`src/rtl/crc8_frame_check_if.sv`:
```
// crc8_frame_check_if: serial-bit frame bus between a bit source (master) and the CRC8 frame checker (slave)
// Signals: ce/xin/sof driven by the master; byte_out, byte_valid, crc_calc, busy, done, crc_ok, crc_err
// returned by the checker, plus err_cnt when CRC8_FRAME_ERRCNT_EN is defined.
interface crc8_frame_check_if;
  logic       ce;
  logic       xin;
  logic       sof;
  logic [7:0] byte_out;
  logic       byte_valid;
  logic [7:0] crc_calc;
  logic       busy;
  logic       done;
  logic       crc_ok;
  logic       crc_err;
`ifdef CRC8_FRAME_ERRCNT_EN
  logic [7:0] err_cnt;
`endif
  modport master (
    output ce, xin, sof,
    input  byte_out, byte_valid, crc_calc, busy, done, crc_ok, crc_err
`ifdef CRC8_FRAME_ERRCNT_EN
    , err_cnt
`endif
  );
  modport slave (
    input  ce, xin, sof,
    output byte_out, byte_valid, crc_calc, busy, done, crc_ok, crc_err
`ifdef CRC8_FRAME_ERRCNT_EN
    , err_cnt
`endif
  );
endinterface

```
`src/rtl/crc8_frame_check.sv`:
```
// crc8_frame_check: deserialises LSB-first frames of NBYTES payload bytes plus a CRC8 (0x31, init 0xFF) byte and checks it
// Ports: clk, rst (sync, active-high), bus (crc8_frame_check_if.slave).
// Optional: define CRC8_FRAME_ERRCNT_EN to add a saturating 8-bit count of failed frames on bus.err_cnt.
module crc8_frame_check #(
  parameter int NBYTES = 4
) (
  input logic              clk,
  input logic              rst,
  crc8_frame_check_if.slave bus
);
  typedef enum logic [1:0] {IDLE, PAYLOAD, CRCB, DONE} state_t;
  state_t     state_q, state_d;
  logic [7:0] buf_q, buf_d, crc_q, crc_d, byte_out_q, byte_out_d, byte_cnt_q, byte_cnt_d, nbuf;
  logic [2:0] bit_q, bit_d;
  logic       byte_valid_q, byte_valid_d, done_q, done_d, crc_ok_q, crc_ok_d, crc_err_q, crc_err_d;
  logic       start, shift;
  function automatic logic [7:0] crc8(input logic [7:0] v);
    logic [7:0] c;
    c = v;
    for (int i = 0; i < 8; i++) c = c[7] ? {c[6:0], 1'b0} ^ 8'h31 : {c[6:0], 1'b0};
    return c;
  endfunction
  // bytes arrive LSB first, so shifting in from the MSB side leaves them in natural order
  assign nbuf  = {bus.xin, buf_q[7:1]};
  assign start = bus.ce & bus.sof;
  assign shift = bus.ce & (state_q == PAYLOAD || state_q == CRCB);
  always_comb begin
    state_d      = state_q;
    buf_d        = buf_q;
    crc_d        = crc_q;
    bit_d        = bit_q;
    byte_cnt_d   = byte_cnt_q;
    byte_out_d   = byte_out_q;
    byte_valid_d = 1'b0;
    done_d       = 1'b0;
    crc_ok_d     = crc_ok_q;
    crc_err_d    = crc_err_q;
    if (start) begin
      state_d    = PAYLOAD;
      buf_d      = nbuf;
      crc_d      = 8'hFF;
      bit_d      = 3'd1;
      byte_cnt_d = 8'd0;
    end else if (shift) begin
      buf_d = nbuf;
      bit_d = bit_q + 3'd1;
      if (bit_q == 3'd7) begin
        byte_out_d   = nbuf;
        byte_valid_d = 1'b1;
        if (state_q == PAYLOAD) begin
          crc_d      = crc8(crc_q ^ nbuf);
          byte_cnt_d = byte_cnt_q + 8'd1;
          state_d    = byte_cnt_q == 8'(NBYTES - 1) ? CRCB : PAYLOAD;
        end else begin
          state_d   = DONE;
          done_d    = 1'b1;
          crc_ok_d  = nbuf == crc_q;
          crc_err_d = nbuf != crc_q;
        end
      end
    end else if (state_q == DONE) begin
      state_d = IDLE;
    end
  end
  always_ff @(posedge clk) begin
    if (rst) begin
      state_q      <= IDLE;
      buf_q        <= 8'h00;
      crc_q        <= 8'hFF;
      bit_q        <= 3'd0;
      byte_cnt_q   <= 8'd0;
      byte_out_q   <= 8'h00;
      byte_valid_q <= 1'b0;
      done_q       <= 1'b0;
      crc_ok_q     <= 1'b0;
      crc_err_q    <= 1'b0;
    end else begin
      state_q      <= state_d;
      buf_q        <= buf_d;
      crc_q        <= crc_d;
      bit_q        <= bit_d;
      byte_cnt_q   <= byte_cnt_d;
      byte_out_q   <= byte_out_d;
      byte_valid_q <= byte_valid_d;
      done_q       <= done_d;
      crc_ok_q     <= crc_ok_d;
      crc_err_q    <= crc_err_d;
    end
  end
  assign bus.byte_out   = byte_out_q;
  assign bus.byte_valid = byte_valid_q;
  assign bus.crc_calc   = crc_q;
  assign bus.busy       = state_q == PAYLOAD || state_q == CRCB;
  assign bus.done       = done_q;
  assign bus.crc_ok     = crc_ok_q;
  assign bus.crc_err    = crc_err_q;
`ifdef CRC8_FRAME_ERRCNT_EN
  logic [7:0] err_cnt_q, err_cnt_d;
  assign err_cnt_d = (done_d && crc_err_d && err_cnt_q != 8'hFF) ? err_cnt_q + 8'd1 : err_cnt_q;
  always_ff @(posedge clk) begin
    if (rst) err_cnt_q <= 8'h00;
    else err_cnt_q <= err_cnt_d;
  end
  assign bus.err_cnt = err_cnt_q;
`endif
endmodule

```
`src/flat_wrapper.sv`:
```
// flat-port wrapper written by rule: the top's interface ports become plain ports
module crc8_frame_check_flat 
#(
  parameter int NBYTES = 4
)
  (clk, rst, bus_ce, bus_xin, bus_sof, bus_byte_out, bus_byte_valid, bus_crc_calc, bus_busy, bus_done, bus_crc_ok, bus_crc_err);
  crc8_frame_check_if bus_i ();
  input logic clk;
  input logic rst;
  input wire logic [$bits(bus_i.ce)-1:0] bus_ce;
  input wire logic [$bits(bus_i.xin)-1:0] bus_xin;
  input wire logic [$bits(bus_i.sof)-1:0] bus_sof;
  output wire logic [$bits(bus_i.byte_out)-1:0] bus_byte_out;
  output wire logic [$bits(bus_i.byte_valid)-1:0] bus_byte_valid;
  output wire logic [$bits(bus_i.crc_calc)-1:0] bus_crc_calc;
  output wire logic [$bits(bus_i.busy)-1:0] bus_busy;
  output wire logic [$bits(bus_i.done)-1:0] bus_done;
  output wire logic [$bits(bus_i.crc_ok)-1:0] bus_crc_ok;
  output wire logic [$bits(bus_i.crc_err)-1:0] bus_crc_err;
  assign bus_i.ce = bus_ce;
  assign bus_i.xin = bus_xin;
  assign bus_i.sof = bus_sof;
  assign bus_byte_out = bus_i.byte_out;
  assign bus_byte_valid = bus_i.byte_valid;
  assign bus_crc_calc = bus_i.crc_calc;
  assign bus_busy = bus_i.busy;
  assign bus_done = bus_i.done;
  assign bus_crc_ok = bus_i.crc_ok;
  assign bus_crc_err = bus_i.crc_err;
  crc8_frame_check #(.NBYTES(NBYTES)) u_core (.clk(clk), .rst(rst), .bus(bus_i));
endmodule
```
`config.mk`:
```
export PLATFORM = sky130hd
export DESIGN_NAME = crc8_frame_check_flat
export DESIGN_NICKNAME = d
export VERILOG_FILES = /design/src/rtl/crc8_frame_check_if.sv /design/src/rtl/crc8_frame_check.sv /design/src/flat_wrapper.sv
export SDC_FILE = /design/constraint.sdc
export NUM_CORES = 1
export LEC_CHECK = 0
export CAP_MARGIN = 20
export CORE_MARGIN = 8
export CORE_UTILIZATION = 40
export CTS_BUF_LIST = sky130_fd_sc_hd__clkbuf_16
export DETAILED_ROUTE_END_ITERATION = 16
export PLACE_DENSITY = 0.59
export SLEW_MARGIN = 20
export SYNTH_ARGS = -nofsm -noshare
export SYNTH_HDL_FRONTEND = slang
export SYNTH_SLANG_ARGS = --single-unit
```
`constraint.sdc`:
```
create_clock -name clk -period 4.1 [get_ports clk]
set_input_delay 0.41 -clock clk [delete_from_list [all_inputs] [get_ports clk]]
set_output_delay 0.41 -clock clk [all_outputs]
set_load 0.05 [all_outputs]
```
==> reports/qor.yml <==
synth_xor_area_share_pct: 14.0
port_buffers: 25
first_iter_violations: 83
post_drt_wl_per_cell_um: 13.9
critical-path-max-stage-delay_ns: 0.81
die_h_um: 82.9
fmax_ghz: 0.436
pre_cts_slack_ns: 1.56
synthFlopType: "dfxtp_1"
max_slew.worst_pin.slew_ns: 0.854
endpoint_kind: "output pin"
ctsResizeCount: 0
synth.area.top_cells: "dfxtp_1, xnor2_1, nand2_1"
io_pins: 26
crit_slowest_cell: "clkdlybuf4s50_1"
yosysSeqAreaShare_pct: 44.7
placed_area_um2: 2070
track_usage_pct: 11.8
path_cells: "inv_1, ha_1, inv_1, clkdlybuf4s50_1"
synth_nets: 207
hold_viol_final: 0
startpoint: "u_core.state_q[1]"
routed_wl_um: 3800
maxSlewHeadroom_pct: 42.7
crit_arrival_ns: 1.88
clock_sinks: 40
grt_first_pass_wirelength_um: 6880
synthCells: 197
clk_pin_slew_worst_paths_ns: 0.06
place_inst: 266
dp_hpwl_um: 2870
worstPathMaxFanout: 4
die_x_um: 82.9
numCtsBuffers: 5
crit_family: "buffers and inverters"
fin_nets: 231
synthMuxAreaShare_pct: 5.03
synth_top_area_share_pct: 44.7
ir_drop_v: 0.000232
synth_area_um2: 1790
path_class: "reg -> out"
setup_viol: 0
synth_largest_area_cell: "dfxtp_1"
tritoncts: "done"
async_flop_share_pct: 0
r2r_start: "u_core.state_q[1]"
hold_path_class: "reg -> reg"
slew_viol_final: 0
ys_seq_elements: 40
tns_ns: 0
dieArea_um2: 6880
min_period_ns: 2.29
synth-simple-area-share_pct: 20.4
clock_latency_ns: 0.27
cts_max_level: 2
grt_max_degree: 22
grt_pass1_vias: 1448
clockBufferDepth: 2
dr.pass1.iters: 4
initial_utilization_pct: 41.4
syn_avg_cell_area_um2: 9.10
synth_top_family_by_area: "simple AND/OR/NAND/NOR gates"
via_per_inst: 5.13
ant_nets: 0
area_delta_synth_final_pct: 24.8
cap_viol_max_count: 0
root_buffer: "clkbuf_16"
via_count: 1405
design_area_um2: 2240
synth_fa_ha_area_share_pct: 3.49
powerDensity_nw_per_um2: 387
drive_gt1_share_pct: 4.95
ys_types: 31
setup_ws_ns: 1.81
synth_edf_count: 0
antenna_found_initial: 0
status: "finished, final reports clean"
core-area_um2: 4320
leakagePower_nw: 0.866
post_cts_buffers: 0
reg2reg_setup_slack_ns: 1.90
rsz0062_at_grt: "false"
cp-start-kind: "register"
drc_errors: 0
antenna_cells: 0
cpMostUsedCell: "inv_1"
worstPathRequired_ns: 3.69
final_cells: 274
gp_congestion: 0.830
ys_warn_count: 0
hold_start: "u_core.bus.byte_out[1]"
nFillCells: 409
critPathBufInv: 3
synth_compound_area_share_pct: 9.85
fin_skew_ns: 0.00360
post-route-period-util_pct: 55.9
grt-ovfl-total: 0
fp-row-count: 24
fin_util_pct: 51.7
cts_hold_buf: 0
-- layout make-up --
cell class	instances	area, µm²	area share (%)
multi-input combinational	146	946	42.3
sequential	40	801	35.8
timing repair buffer	25	250	11.2
clock buffer	5	125	5.60
tap	52	65.1	2.91
clock inverter	3	37.5	1.68
inverter	3	11.3	0.504
-- placed cells by master (no fill, tap or decap), drive strengths merged, types with 6 or more instances in the layout --
master / netlist / routed
nand4: 6 / 6
dfxtp: 40 / 40
mux2i: 9 / 9
a21oi: 13 / 13
xor2: 8 / 8
clkdlybuf4s50: 0 / 25
nor2: 25 / 25
nand2: 27 / 27
xnor2: 19 / 19
-- worst min-delay path: cells and delay by family (launching register included) --
kind	cells	cell delay, ns
flops	1	0.30
simple gates	1	0.05
compound gates	1	0.05
-- layer usage --
layer	track usage (%)	part of all wire, %	up-vias
met4	4.63	1.8	0
met1	13.4	46	655
met2	19.2	47	25
met5	0	0	-
li1	-	-	719
met3	4.79	5.1	6
-- flip-flops by register name, summed over array words and instances, names as in the netlist --
name / cells
u_core.bit_q: 3
u_core.bus.byte_valid: 1
u_core.bus.crc_calc: 8
u_core.bus.done: 1
u_core.bus.crc_ok: 1
u_core.bus.byte_out: 8
u_core.byte_cnt_q: 8
u_core.state_q: 2
u_core.buf_q: 7
u_core.bus.crc_err: 1
-- path summary, 6_finish.rpt --
kind                       endpoint  depth (start not counted)
max                        bus_busy                          4
min          u_core.bus.byte_out[1]                          2
max reg2reg    u_core.byte_cnt_q[6]                          7
min reg2reg  u_core.bus.byte_out[1]                          2
-- cell families after synthesis --
| group | after synthesis |
|---|---|
| simple gates | 76 |
| flops | 40 |
| compound gates | 29 |
| xor+xnor | 27 |
| buf+inv | 11 |
| mux | 9 |
| fa+ha+maj | 5 |
-- per-stage QoR --
stage | hold WS [ns] | total power [mW]
2_1_floorplan | 0.451 | 0.436
4_1_cts | 0.462 | 0.881
3_3_place_gp | 0.448 | 0.448
3_5_place_dp | 0.451 | 0.448
5_1_grt | 0.477 | 0.904
6_report | 0.455 | 0.864
-- power breakdown --
part | switching (mW) | internal, mW | leakage [nW]
clock network | 0.143 | 0.282 | 0.0789
logic | 0.0273 | 0.0181 | 0.464
registers | 0.00251 | 0.391 | 0.323
-- synth_stat cells, drive strengths merged, types with 3 or more instances --
library cell / number
nand3: 3
dfxtp: 40
inv: 3
clkbuf: 7
nor2: 25
o211ai: 4
nand4: 6
ha: 5
a21oi: 13
o21ai: 5
nand2: 27
xnor2: 19
mux2i: 9
xor2: 8
(Power assumes the default switching activity.)
